**config.mk**
```make
export PLATFORM = sky130hd
export DESIGN_NAME = wb_trace_capture
export DESIGN_NICKNAME = d
export VERILOG_FILES = /design/src/rtl/wb_trace_pkg.sv /design/src/rtl/wb_trace_mem.sv /design/src/rtl/wb_trace_capture.sv
export SDC_FILE = /design/constraint.sdc
export NUM_CORES = 1
export LEC_CHECK = 0
export CAP_MARGIN = 25
export CELL_PAD_IN_SITES_DETAIL_PLACEMENT = 1
export CELL_PAD_IN_SITES_GLOBAL_PLACEMENT = 2
export CORE_AREA = 8 8 439 441
export DETAILED_ROUTE_END_ITERATION = 8
export DIE_AREA = 0 0 447 449
export GPL_TIMING_DRIVEN = 0
export PLACE_DENSITY = 0.58
export SYNTH_ARGS = -nofsm -noshare
export SYNTH_HDL_FRONTEND = slang
export SYNTH_SLANG_ARGS = --single-unit
```
**constraint.sdc**
```tcl
create_clock -name wb_clk_i -period 5.85 [get_ports wb_clk_i]
set_input_delay 1.755 -clock wb_clk_i [delete_from_list [all_inputs] [get_ports wb_clk_i]]
set_output_delay 1.755 -clock wb_clk_i [all_outputs]
set_load 0.03 [all_outputs]
```
**src/rtl/wb_trace_pkg.sv**
```systemverilog
// Shared types and constants for the Wishbone trace capture block.
// Covers the capture state encoding and the layout of one trace entry.
package wb_trace_pkg;

  typedef enum logic [1:0] {
    ST_IDLE  = 2'd0,
    ST_ARMED = 2'd1,
    ST_DONE  = 2'd2
  } trace_state_e;

  localparam logic [1:0] ST_IDLE_ENC  = 2'd0;
  localparam logic [1:0] ST_ARMED_ENC = 2'd1;
  localparam logic [1:0] ST_DONE_ENC  = 2'd2;

  localparam int DEF_ADR_W = 32;
  localparam int DEF_DAT_W = 32;
  // Entry layout is {we, adr, dat}, with we in the MSB.
  localparam int ENTRY_W   = 1 + DEF_ADR_W + DEF_DAT_W;

  function automatic int entry_width(input int adr_w, input int dat_w);
    return 1 + adr_w + dat_w;
  endfunction

endpackage

```
**src/rtl/wb_trace_mem.sv**
```systemverilog
// Trace storage: DEPTH words, one write port and one registered read port.
// A read and a write to the same address in one cycle return the old word.
module wb_trace_mem #(
  parameter int DEPTH = 16,
  parameter int WIDTH = 65
) (
  input  logic                     clk,
  input  logic                     we,
  input  logic [$clog2(DEPTH)-1:0] waddr,
  input  logic [WIDTH-1:0]         wdata,
  input  logic                     re,
  input  logic [$clog2(DEPTH)-1:0] raddr,
  output logic [WIDTH-1:0]         rdata
);

  logic [WIDTH-1:0] mem [DEPTH];

  always_ff @(posedge clk) begin
    if (we) mem[waddr] <= wdata;
  end

  always_ff @(posedge clk) begin
    if (re) rdata <= mem[raddr];
  end

endmodule

```
**src/rtl/wb_trace_capture.sv**
```systemverilog
// Snoops a Wishbone slave port and records filtered transfers into a FIFO
// trace buffer, with stop-when-full or overwrite-oldest capture modes.
module wb_trace_capture
  import wb_trace_pkg::*;
#(
  parameter int DEPTH = 16,
  parameter int ADR_W = 32,
  parameter int DAT_W = 32
) (
  input  logic                   wb_clk_i,
  input  logic                   wb_rst_i,
  input  logic                   wbs_cyc_i,
  input  logic                   wbs_stb_i,
  input  logic                   wbs_we_i,
  input  logic                   wbs_ack_o,
  input  logic [ADR_W-1:0]       wbs_adr_i,
  input  logic [DAT_W-1:0]       wbs_dat_i,
  input  logic [DAT_W-1:0]       wbs_dat_o,
  input  logic [ADR_W-1:0]       filt_base_i,
  input  logic [ADR_W-1:0]       filt_mask_i,
  input  logic                   arm_i,
  input  logic                   clear_i,
  input  logic                   wrap_i,
  input  logic                   rd_en_i,
  output logic                   rd_valid_o,
  output logic                   rd_we_o,
  output logic [ADR_W-1:0]       rd_adr_o,
  output logic [DAT_W-1:0]       rd_dat_o,
  output logic [$clog2(DEPTH):0] count_o,
  output logic [1:0]             state_o,
  output logic                   overflow_o,
  output logic                   irq_o
);

  localparam int PW = $clog2(DEPTH);
  localparam int CW = PW + 1;
  localparam int EW = entry_width(ADR_W, DAT_W);

  trace_state_e  state, state_nx;
  logic [PW-1:0] wr_ptr, rd_ptr;
  logic [CW-1:0] count, count_nx;
  logic          overflow, irq, rd_valid;
  logic          hit, full, pop, store, drop_oldest, ovf_set, done_enter;
  logic [EW-1:0] wr_entry, rd_entry;

  assign hit  = wbs_cyc_i & wbs_stb_i & wbs_ack_o &
                ((wbs_adr_i & filt_mask_i) == (filt_base_i & filt_mask_i));
  assign full = (count == CW'(DEPTH));
  assign pop  = rd_en_i & (count != '0) & ~clear_i;
  assign wr_entry = {wbs_we_i, wbs_adr_i, wbs_we_i ? wbs_dat_i : wbs_dat_o};

  // A full buffer accepts a hit if a pop frees a slot this cycle; otherwise
  // only wrap mode stores, by discarding the oldest entry.
  always_comb begin
    store       = 1'b0;
    drop_oldest = 1'b0;
    ovf_set     = 1'b0;
    done_enter  = 1'b0;
    state_nx    = state;
    if (state == ST_ARMED && hit && !clear_i) begin
      if (!full || pop) begin
        store = 1'b1;
      end else if (wrap_i) begin
        store       = 1'b1;
        drop_oldest = 1'b1;
        ovf_set     = 1'b1;
      end
    end
    case ({store & ~drop_oldest, pop})
      2'b10:   count_nx = count + CW'(1);
      2'b01:   count_nx = count - CW'(1);
      default: count_nx = count;
    endcase
    case (state)
      ST_IDLE:  if (arm_i) state_nx = ST_ARMED;
      ST_ARMED: begin
        if (hit && !wrap_i && count_nx == CW'(DEPTH)) begin
          state_nx   = ST_DONE;
          done_enter = 1'b1;
        end
      end
      ST_DONE:  if (arm_i && !full) state_nx = ST_ARMED;
      default:  state_nx = ST_IDLE;
    endcase
    if (clear_i) begin
      state_nx   = ST_IDLE;
      done_enter = 1'b0;
    end
  end

  always_ff @(posedge wb_clk_i or posedge wb_rst_i) begin
    if (wb_rst_i) begin
      state    <= ST_IDLE;
      wr_ptr   <= '0;
      rd_ptr   <= '0;
      count    <= '0;
      overflow <= 1'b0;
      irq      <= 1'b0;
      rd_valid <= 1'b0;
    end else if (clear_i) begin
      state    <= ST_IDLE;
      wr_ptr   <= '0;
      rd_ptr   <= '0;
      count    <= '0;
      overflow <= 1'b0;
      irq      <= 1'b0;
      rd_valid <= 1'b0;
    end else begin
      state    <= state_nx;
      count    <= count_nx;
      if (store) wr_ptr <= wr_ptr + PW'(1);
      if (pop || drop_oldest) rd_ptr <= rd_ptr + PW'(1);
      overflow <= overflow | ovf_set;
      irq      <= done_enter | (ovf_set & ~overflow);
      rd_valid <= pop;
    end
  end

  wb_trace_mem #(
    .DEPTH (DEPTH),
    .WIDTH (EW)
  ) u_mem (
    .clk   (wb_clk_i),
    .we    (store),
    .waddr (wr_ptr),
    .wdata (wr_entry),
    .re    (pop),
    .raddr (rd_ptr),
    .rdata (rd_entry)
  );

  // Read fields are held at zero outside the valid cycle so reset clears them
  // without needing a reset on the RAM read register.
  assign rd_valid_o = rd_valid;
  assign rd_we_o    = rd_valid ? rd_entry[EW-1] : 1'b0;
  assign rd_adr_o   = rd_valid ? rd_entry[EW-2 -: ADR_W] : '0;
  assign rd_dat_o   = rd_valid ? rd_entry[DAT_W-1:0] : '0;
  assign count_o    = count;
  assign state_o    = state;
  assign overflow_o = overflow;
  assign irq_o      = irq;

endmodule

```
==> summary.md <==
| Metric | Value |
|---|---|
| Outcome | complete, no violations |
| Placed Cells | just over 5k |
| Initial Util | 23.76% |
| Cell with the most instances after synthesis | edfxtp_1 |
| FF-to-FF Start | rd_ptr[1]$_DFFE_PP0P_ |
| Reg2reg setup slack | roughly 2 ns |
| Post-synthesis cell count | 2327 |
| IO Count | approximately 250 |
| Synth area leaders | edfxtp_1 75%, mux4_2 6.6%, mux2i_1 4.5% |
| Seq/Total Area, Yosys | 76.03% |
| Rel. slew slack | 28.46% |
| Setup violators final | 0 |
| Total CTS buffers | 121 |
| Starting DRC count in detailed routing | 1667 |
| Row count | 159 |
| Reg2reg path depth | 8 |
| Area Growth Syn to Fin | 26.68% |
| Worst skew pair latency | about 0.74 ns |
| Syn Area/Cell | 19.01 um^2 |
| Top cell type's share of synthesized area | 75.01% |
| Critical path launch point type | input pin |
| DRT Wirelength | 134600 um |
| Post-synth top area cell | edfxtp_1 |
| Max-slew violations | 0 |
| Period Utilization, post-route | 93.12% |
| Crit end category | register |
| GPL Wtd Cong | 0.7019 |
| Reg2reg end | u_mem.rdata[24]$_DFFE_PP_ |
| FMAX | about 180 MHz |
| Detailed placement HPWL | ~96000 um |
| Nets | 2980 |
| #FFs+latches synth | ~1.1k |
| Most frequent cells after synthesis | 1105 x edfxtp_1, 198 x mux2i_1, 131 x o21ai_0 |
| Yosys cell types | 53 |
| Pwr/cell area | a little over 300 nW/um^2 |
| Worst VDD drop | 0.2229 mV |
| Initial antenna violation count | 8 |
| Reg clk slew, reported paths | about 0.06 ns |
| HP Class | reg2reg |
| RSZ-0062 raised after global routing | no |
| Hold path depth | 2 |
| H-tree levels | 3 |
| Vias in the first global route | 25.60k |
| Core area | approximately 190000 um^2 |
| Dpl ws | -2.356 ns |
| Crit Path Category | in2reg |
| EDFF count, synth | approximately 1.1k |
| DR DRC count | 0 |
| IO buf count | 244 |
| Worst Max-Slew Pin Slew | 1.073 ns |
| Max_cap viols | 0 |
| GRT Total Usage | 13.03% |
| Syn nets | 2507 |
| Largest net degree at the start of global routing | 23 |
| Layout cell share with drive strength beyond 1 | 19.64% |
| Post-DR vias/cell | 4.358 |
| Critical path required time | 6.47 ns |
| First-pass GRT wire length | 190200 um |
| Final WS setup | between 0.4 and 0.5 ns |
| CTS tree | built |
| Final min period | about 5.4 ns |
| # clock sinks | 1123 |
| Final hold vios | 0 |
| DIE HEIGHT | 449 um |
| CTS Root Cell | clkbuf_16 |
| Max Buffers Root-to-Sink | 3 |
| CP Max Fanout | 17 |
| Critical path endpoint | irq_o$_DFF_PP0_ |
| Synth Warn # | 0 |
| Clk_skew | about 0.034 ns |
| Netlist Area Pre-Place | 44240 um^2 |
| Total power | 16.90 mW |
| Asr flop ratio synth | 1.603% |
| Antenna-violating nets left | 0 |
| Die Area | ~200000 um^2 |
| Pre-antenna DRT Iters | 7 |
| Routed length per placed instance | 24.91 um |
| Total grt overflow | 0 |
| Crit path from | wbs_adr_i[4] |
| Leak | 17.26 nW |
| Crit path DAT | 6.07 ns |
| Finished Layout Cells | 5403 |
| DIE WIDTH | 447 um |
| Most used DFF post-synth | edfxtp_1 |
| Via count | between 20k and 25k |
[cell usage in the layout, fill, tap and decap left out, types with 17 or more instances in the layout]
| cell | n |
|---|---|
| clkinv_1 | 33 |
| o21ai_0 | 131 |
| buf_2 | 34 |
| nor3_4 | 17 |
| clkinv_2 | 17 |
| buf_16 | 57 |
| and2_1 | 66 |
| mux2_2 | 99 |
| mux2i_1 | 198 |
| clkdlybuf4s50_1 | 225 |
| a22oi_1 | 79 |
| edfxtp_1 | 1105 |
| clkbuf_1 | 112 |
| a21oi_1 | 81 |
| nand2_1 | 75 |
| dfrtp_1 | 18 |
| clkbuf_16 | 121 |
| buf_8 | 35 |
| xor2_1 | 30 |
| mux4_2 | 130 |
| a221oi_1 | 65 |
[flip-flops by register name (all words and copies together), names as in the netlist]
name and count:
rd_ptr 4, count_o 5, u_mem.rdata 65, wr_ptr 4, rd_valid_o 1, irq_o 1, state_o 2, u_mem.mem 1040
overflow_o 1
[how the worst min path moves through the flow]
| stage | startpoint | end |
|---|---|---|
| detailed placement | overflow_o$_DFF_PP0_ | overflow_o$_DFF_PP0_ |
| global placement | overflow_o$_DFF_PP0_ | overflow_o$_DFF_PP0_ |
| floorplan | wr_ptr[0]$_DFFE_PP0P_ | wr_ptr[0]$_DFFE_PP0P_ |
| CTS | overflow_o$_DFF_PP0_ | overflow_o$_DFF_PP0_ |
| global route | overflow_o$_DFF_PP0_ | overflow_o$_DFF_PP0_ |
| finish | overflow_o$_DFF_PP0_ | overflow_o$_DFF_PP0_ |
[per-stage QoR]
step           util (%)  setup TNS (ns)  hold slack [ns]  instance area [um^2]
4_1_cts           30.06               0           0.6171                 55970
3_5_place_dp      27.99        -1641.41           0.6001                 52120
2_1_floorplan         -         -334.06           0.5608                 44290
6_report          30.10               0           0.6121                 56040
5_1_grt           30.09               0           0.6610                 56030
3_3_place_gp      26.77        -6608.98           0.5751                 49850
[layer usage]
| metal | track usage, % | wire length (um) | share of wire (%) |
|---|---|---|---|
| met1 | 16.76 | 58520 | 43 |
| met3 | 2.200 | 4797 | 3.6 |
| met4 | 4.191 | 4299 | 3.2 |
| met5 | 0 | 0 | 0 |
| met2 | 22.34 | 66970 | 50 |
[power by group]
part	switching (mW)	leakage (nW)	internal, mW	total (mW)
combinational	0.486	5.26	0.233	0.719
sequential	0.00636	10.2	8.87	8.88
clock	3.17	1.82	4.13	7.30
[cell type report]
class | count | area, um^2
clock inverter | 67 | 560.5
fill | 19258 | 130200
timing repair buffer | 350 | 4691
multi-input combinational | 1066 | 10260
buffer | 125 | 524.3
antenna | 6 | 15.01
clock buffer | 158 | 3187
sequential | 1123 | 33630
inverter | 13 | 48.80
tap | 2495 | 3122
[worst max-delay path, cell delays in order]
cell           delay [ns]
dlygate4sd2_1        0.70
xor2_1               0.20
buf_4                0.23
a22oi_2              0.18
buf_12               0.15
and4_1               0.36
and3_1               0.29
nand3_1              0.15
ha_1                 0.27
ha_1                 0.29
a21o_1               0.18
a21oi_1              0.27
mux2i_1              0.18
a2111oi_0            0.40
o211ai_1             0.21
a21oi_1              0.22
[kinds of logic after synthesis]
group,count (synthesis),share of synthesized area [%]
DFF,1123,76.03
buffers and inverters,138,1.293
adders and majority gates,10,0.2998
muxes,428,13.64
and+or+nand+nor,221,2.729
AOI/OAI and AO/OA,372,5.315
xor gates and xnor gates,35,0.6930
[repair_timing]
| item | CTS | global route |
|---|---|---|
| buffers inserted | 8 | 1 |
| setup endpoints to repair | 1023 | 4 |
| gates resized for setup | 15 | 29 |
| pin swaps | 6 | 3 |
| hold buffers | 0 | 0 |
Power figures use the tool's default switching activity.
